`config.mk`:
```
export PLATFORM = sky130hd
export DESIGN_NAME = mem_access_unit
export DESIGN_NICKNAME = d
export VERILOG_FILES = /design/src/rtl/mem_access_unit.sv
export SDC_FILE = /design/constraint.sdc
export NUM_CORES = 1
export LEC_CHECK = 0
export ABC_AREA = 1
export BUFFER_PORTS_ARGS = -buffer_cell sky130_fd_sc_hd__buf_2
export CORE_ASPECT_RATIO = 1.75
export CORE_MARGIN = 8
export CORE_UTILIZATION = 50
export CTS_CLUSTER_SIZE = 25
export DETAILED_ROUTE_END_ITERATION = 16
export MAX_ROUTING_LAYER = met4
export PLACE_DENSITY = 0.78
export SYNTH_ARGS = -nofsm -noshare
export SYNTH_HDL_FRONTEND = slang
export SYNTH_SLANG_ARGS = --single-unit
```
`constraint.sdc`:
```
create_clock -name clk -period 2.38 [get_ports clk]
set_clock_uncertainty 0.1 [all_clocks]
set_input_delay 0.238 -clock clk [delete_from_list [all_inputs] [get_ports clk]]
set_output_delay 0.238 -clock clk [all_outputs]
set_load 0.02 [all_outputs]
```
`src/rtl/mem_access_unit.sv`:
```
// Load/store initiator for the word-wide data memory: sub-word loads with extension,
// sub-word stores by read-modify-write, misaligned requests trapped before any strobe.
module mem_access_unit #(
    parameter int ADDR_W     = 14,
    parameter int RD_LATENCY = 1
) (
    input  logic              clk,
    input  logic              rst_n,
    input  logic              req_valid,
    output logic              req_ready,
    input  logic              req_we,
    input  logic [1:0]        req_size,
    input  logic              req_unsigned,
    input  logic [31:0]       req_addr,
    input  logic [31:0]       req_wdata,
    output logic              resp_valid,
    output logic [31:0]       resp_rdata,
    output logic              resp_err,
    output logic              mem_read,
    output logic              mem_write,
    output logic [ADDR_W-1:0] mem_addr,
    output logic [31:0]       mem_wdata,
    input  logic [31:0]       mem_rdata
);

    // state  | meaning
    // IDLE   | ready for a request
    // RD     | read strobe and word address presented
    // WAIT   | read held, counting down the memory read latency
    // WR     | single write strobe, full or merged word
    // RESP   | one-cycle response pulse
    typedef enum logic [2:0] {S_IDLE, S_RD, S_WAIT, S_WR, S_RESP} state_t;

    localparam logic [1:0] WAIT_LOAD = 2'(RD_LATENCY - 1);

    state_t            state_q, state_d;
    logic [1:0]        cnt_q, cnt_d;
    logic              we_q, we_d;
    logic [1:0]        size_q, size_d;
    logic              uns_q, uns_d;
    logic [1:0]        off_q, off_d;
    logic [31:0]       wdata_q, wdata_d;

    logic              ready_q, ready_d;
    logic              resp_valid_q, resp_valid_d;
    logic              resp_err_q, resp_err_d;
    logic [31:0]       resp_rdata_q, resp_rdata_d;
    logic              mem_read_q, mem_read_d;
    logic              mem_write_q, mem_write_d;
    logic [ADDR_W-1:0] mem_addr_q, mem_addr_d;
    logic [31:0]       mem_wdata_q, mem_wdata_d;

    logic              misaligned;
    logic [7:0]        lane_b;
    logic [15:0]       lane_h;
    logic [31:0]       load_val;
    logic [31:0]       merged;
    logic              unused_addr_hi;

    assign unused_addr_hi = ^req_addr[31:ADDR_W+2];

    assign misaligned = ((req_size == 2'b01) && req_addr[0]) ||
                        (req_size[1] && (req_addr[1:0] != 2'b00));

    always_comb begin
        lane_b   = mem_rdata[{off_q, 3'b000} +: 8];
        lane_h   = mem_rdata[{off_q[1], 4'b0000} +: 16];
        load_val = mem_rdata;
        if (size_q == 2'b00) begin
            load_val = uns_q ? {24'h0, lane_b} : {{24{lane_b[7]}}, lane_b};
        end else if (size_q == 2'b01) begin
            load_val = uns_q ? {16'h0, lane_h} : {{16{lane_h[15]}}, lane_h};
        end
        // Sub-word store: replace only the addressed lane(s) of the word just read
        merged = mem_rdata;
        if (size_q == 2'b00) begin
            merged[{off_q, 3'b000} +: 8] = wdata_q[7:0];
        end else if (size_q == 2'b01) begin
            merged[{off_q[1], 4'b0000} +: 16] = wdata_q[15:0];
        end
    end

    always_comb begin
        state_d      = state_q;
        cnt_d        = cnt_q;
        we_d         = we_q;
        size_d       = size_q;
        uns_d        = uns_q;
        off_d        = off_q;
        wdata_d      = wdata_q;
        mem_addr_d   = mem_addr_q;
        ready_d      = 1'b0;
        resp_valid_d = 1'b0;
        resp_err_d   = 1'b0;
        resp_rdata_d = 32'h0;
        mem_read_d   = 1'b0;
        mem_write_d  = 1'b0;
        mem_wdata_d  = 32'h0;
        case (state_q)
            S_IDLE: begin
                ready_d = 1'b1;
                if (req_valid) begin
                    ready_d = 1'b0;
                    we_d    = req_we;
                    size_d  = req_size;
                    uns_d   = req_unsigned;
                    off_d   = req_addr[1:0];
                    wdata_d = req_wdata;
                    if (misaligned) begin
                        state_d      = S_RESP;
                        resp_valid_d = 1'b1;
                        resp_err_d   = 1'b1;
                    end else if (req_we && req_size[1]) begin
                        state_d     = S_WR;
                        mem_write_d = 1'b1;
                        mem_wdata_d = req_wdata;
                        mem_addr_d  = req_addr[ADDR_W+1:2];
                    end else begin
                        state_d    = S_RD;
                        mem_read_d = 1'b1;
                        mem_addr_d = req_addr[ADDR_W+1:2];
                    end
                end
            end
            S_RD: begin
                state_d    = S_WAIT;
                mem_read_d = 1'b1;
                cnt_d      = WAIT_LOAD;
            end
            S_WAIT: begin
                if (cnt_q == 2'd0) begin
                    if (we_q) begin
                        state_d     = S_WR;
                        mem_write_d = 1'b1;
                        mem_wdata_d = merged;
                    end else begin
                        state_d      = S_RESP;
                        resp_valid_d = 1'b1;
                        resp_rdata_d = load_val;
                    end
                end else begin
                    mem_read_d = 1'b1;
                    cnt_d      = cnt_q - 2'd1;
                end
            end
            S_WR: begin
                state_d      = S_RESP;
                resp_valid_d = 1'b1;
            end
            S_RESP: begin
                state_d = S_IDLE;
                ready_d = 1'b1;
            end
            default: begin
                state_d = S_IDLE;
                ready_d = 1'b1;
            end
        endcase
    end

    always_ff @(posedge clk or negedge rst_n) begin
        if (!rst_n) begin
            state_q      <= S_IDLE;
            cnt_q        <= 2'd0;
            we_q         <= 1'b0;
            size_q       <= 2'b00;
            uns_q        <= 1'b0;
            off_q        <= 2'b00;
            wdata_q      <= 32'h0;
            ready_q      <= 1'b1;
            resp_valid_q <= 1'b0;
            resp_err_q   <= 1'b0;
            resp_rdata_q <= 32'h0;
            mem_read_q   <= 1'b0;
            mem_write_q  <= 1'b0;
            mem_addr_q   <= '0;
            mem_wdata_q  <= 32'h0;
        end else begin
            state_q      <= state_d;
            cnt_q        <= cnt_d;
            we_q         <= we_d;
            size_q       <= size_d;
            uns_q        <= uns_d;
            off_q        <= off_d;
            wdata_q      <= wdata_d;
            ready_q      <= ready_d;
            resp_valid_q <= resp_valid_d;
            resp_err_q   <= resp_err_d;
            resp_rdata_q <= resp_rdata_d;
            mem_read_q   <= mem_read_d;
            mem_write_q  <= mem_write_d;
            mem_addr_q   <= mem_addr_d;
            mem_wdata_q  <= mem_wdata_d;
        end
    end

    assign req_ready  = ready_q;
    assign resp_valid = resp_valid_q;
    assign resp_err   = resp_err_q;
    assign resp_rdata = resp_rdata_q;
    assign mem_read   = mem_read_q;
    assign mem_write  = mem_write_q;
    assign mem_addr   = mem_addr_q;
    assign mem_wdata  = mem_wdata_q;

endmodule
```
==> results.py <==
metrics = {
    "sta": {
        "slew_headroom": 0.614,
        "tns_ns": 0,
        "rsz0062_at_grt": "no",
        "whs_ns": -0.00125,
        "setup_viol_count_final": 0,
        "worst_slew_pin_slew_ns": 0.579,
        "drv_slew": 0,
        "finalHoldViolCount": 1,
        "period_needed_ns": 2.04,
        "max_freq_ghz": 0.491,
        "finalCritPeriodShare": 0.855,
    },
    "placed_design": {
        "port_buffers": 169,
        "gp_congestion": 0.973,
        "dp_hpwl_um": 15900,
        "dp.cells": 1155,
    },
    "critical_path": {
        "crit_path_max_fanout": 33,
        "regToRegSetupSlack_ns": 0.34,
        "cp-start-kind": "register",
        "critPathKind": "register to register",
        "slowest_delay_ns": 0.44,
        "worstPathCellList": "inv_4 > nand2_4 > inv_2 > nand2_1 > nand3_2 > nor2_1",
        "required_ns": 2.55,
        "arrival_ns": 2.21,
        "slowest_stage": "dfrtp_1",
        "end_kind": "register",
        "path_buf_inv": 2,
        "crit_family": "simple AND/OR/NAND/NOR gates",
    },
    "global_route": {
        "grt_pass1_vias": 6091,
        "grt_util_all_layers": 0.267,
        "grt_pass1_wl_um": 32500,
        "gr-total-overflow": 0,
        "antenna_found_initial": 1,
        "grt_max_degree": 73,
    },
    "synthesis": {
        "synth.cell_area_um2": 6160,
        "ys_seq_area_frac": 0.447,
        "netlist_top_cells_count": "nand2_1, nand3_1, dfrtp_1, nor2_1, o21ai_0",
        "synth_top_area_share": 0.443,
        "synthArstFlopShare": 1.00,
        "synth-seq-cells": 110,
        "synth_most_common_cell": "nand2_1",
        "synthFlopType": "dfrtp_1",
        "synth_area_leader_cell": "dfrtp_1",
        "syn_area_per_cell_um2": 7.19,
        "synthCells": 857,
        "yosys-top-cells-area": "dfrtp_1, nand2_1, nand3_1",
        "synth_fp_nets": 966,
        "yosys_warnings": 0,
        "synthDistinctLibCells": 29,
        "synth_edf_count": 0,
    },
    "routing": {
        "viasPerCell": 5.35,
        "antenna_left": 0,
        "first_iter_violations": 460,
        "vias": 6333,
        "drc": 0,
        "avgRoutedWirePerCell_um": 17.9,
        "first_pass_iters": 5,
        "wl_um": 21200,
    },
    "floorplanning": {
        "rows": 53,
        "die_y_um": 163,
        "dieArea_um2": 16300,
        "die_x_um": 99.9,
        "boundaryPins": 186,
        "start_util": 0.513,
        "coreArea_um2": 12000,
    },
    "outcome": {
        "status": "complete, but fails checks",
        "violations": "hold timing",
    },
    "clock_tree": {
        "clock_sinks": 110,
        "cts-htree-levels": 3,
        "clkLatencyLatePin_ns": 0.35,
        "clock_path_buffers": 2,
        "cts_tree": "yes",
        "post_cts_buffers": 0,
        "cts_buffers": 9,
        "clockRootBuffer": "clkbuf_16",
        "clk_pin_slew_ns": 0.08,
    },
    "final_layout": {
        "stdcell_count": 1183,
        "nFillCells": 1136,
        "syn_to_final_growth_pct": 21.9,
        "nets": 1121,
        "drive_gt1_frac": 0.223,
    },
    "min_path": {
        "hold_class": "input port to register",
    },
    "power": {
        "seqPwrFrac": 0.323,
        "power_switching_mw": 4.22,
        "max-vdd-ir-drop_uv": 768,
        "power.density_nw_per_um2": 1150,
        "p_int_mw": 4.44,
        "clkPwrFrac": 0.176,
        "power_switching_share": 0.487,
        "leakage_nw": 4.24,
        "p_comb_frac": 0.501,
    },
    "job": {
        "cap_violations": 0,
    },
}
==> final timing paths <==
check	endpoint	startpoint	depth (start not counted)
hold reg to reg	mem_addr[4]$_DFFE_PN0P_	mem_addr[4]$_DFFE_PN0P_	2
hold / removal	wdata_q[9]$_DFFE_PN0P_	req_wdata[9]	3
setup / recovery	resp_rdata[31]$_DFF_PN0_	size_q[1]$_DFFE_PN0P_	6
max in group asynchronous	wdata_q[4]$_DFFE_PN0P_	rst_n	3
setup reg to reg	resp_rdata[31]$_DFF_PN0_	size_q[1]$_DFFE_PN0P_	6
min in group asynchronous	mem_wdata[2]$_DFF_PN0_	rst_n	2
==> registers in the layout (all words and copies together) (netlist names) <==
name,count
cnt_q,2
mem_addr,14
mem_read,1
mem_wdata,32
mem_write,1
off_q,2
req_ready,1
resp_err,1
resp_rdata,32
resp_valid,1
size_q,2
state_q,3
uns_q,1
wdata_q,16
we_q,1
==> area by class of cell <==
cell class / count / area, µm² / share of cell area
antenna: 1 / 2.50 / 0.000333
multi-input combinational: 637 / 2920 / 0.388
clock inverter: 7 / 75.1 / 0.0100
tap: 165 / 206 / 0.0275
sequential: 110 / 2750 / 0.367
timing repair buffer: 195 / 1110 / 0.148
clock buffer: 9 / 225 / 0.0300
inverter: 59 / 224 / 0.0298
==> routing by layer <==
metal,vias up,routed length (µm),track usage
met3,51,1110,0.0372
met4,0,1190,0.152
met2,257,11000,0.456
met5,-,0,-
met1,2930,7840,0.290
li1,3095,-,-
==> layout by cell type, fill, tap and decap left out, types with 9 or more instances in the layout <==
cell type / count
o21ai_1: 10
nand2_1: 258
o21ai_0: 58
inv_1: 52
a21oi_1: 43
dfrtp_1: 109
nor2_2: 11
buf_4: 13
dlygate4sd3_1: 11
nand4_1: 29
nor2_1: 93
buf_2: 168
clkbuf_16: 9
nand3_1: 110
==> worst min-delay path: stages <==
cell and delay [ns]:
buf_2 0.09, nand2_1 0.05, nand2_1 0.05
==> power by group through the flow <==
| stage | combinational (mW) | clock [mW] | sequential, mW |
|---|---|---|---|
| global route | 4.80 | 1.61 | 2.85 |
| global placement | 4.26 | 0 | 2.81 |
| floorplan | 2.64 | 0 | 3.16 |
| CTS | 4.32 | 1.54 | 2.79 |
| finish | 4.34 | 1.52 | 2.80 |
| detailed placement | 4.29 | 0 | 2.82 |
==> kinds of logic (layout without fill, tap and decap cells) <==
family,after synthesis,after routing,share of synthesized area
AOI/OAI and AO/OA,118,118,0.0987
adders and majority gates,6,6,0.0122
buffers and inverters,110,270,0.0810
DFF,110,110,0.447
other,0,1,0
and+or+nand+nor,513,513,0.361
==> timing repair <==
| action | 4_1_cts | 5_1_grt |
|---|---|---|
| hold buffers | 11 | 0 |
| gates resized for setup | 0 | 0 |
| endpoints found under the setup margin | 0 | 0 |
| endpoints found under the hold margin | 48 | 0 |
==> stage by stage <==
| step | instance area (µm²) | hold WS (ns) | worst slack (ns) | utilization | total power [mW] |
|---|---|---|---|---|---|
| global placement | 7100 | 0.125 | 0.445 | 0.591 | 7.07 |
| CTS | 7510 | 0.000506 | 0.362 | 0.626 | 8.65 |
| global route | 7510 | 0.00432 | 0.221 | 0.626 | 9.27 |
| floorplan | 6160 | -0.158 | 0.455 | - | 5.81 |
| finish | 7510 | -0.00125 | 0.345 | 0.626 | 8.66 |
| detailed placement | 7100 | 0.130 | 0.381 | 0.591 | 7.11 |
Power figures use the tool's default switching activity.
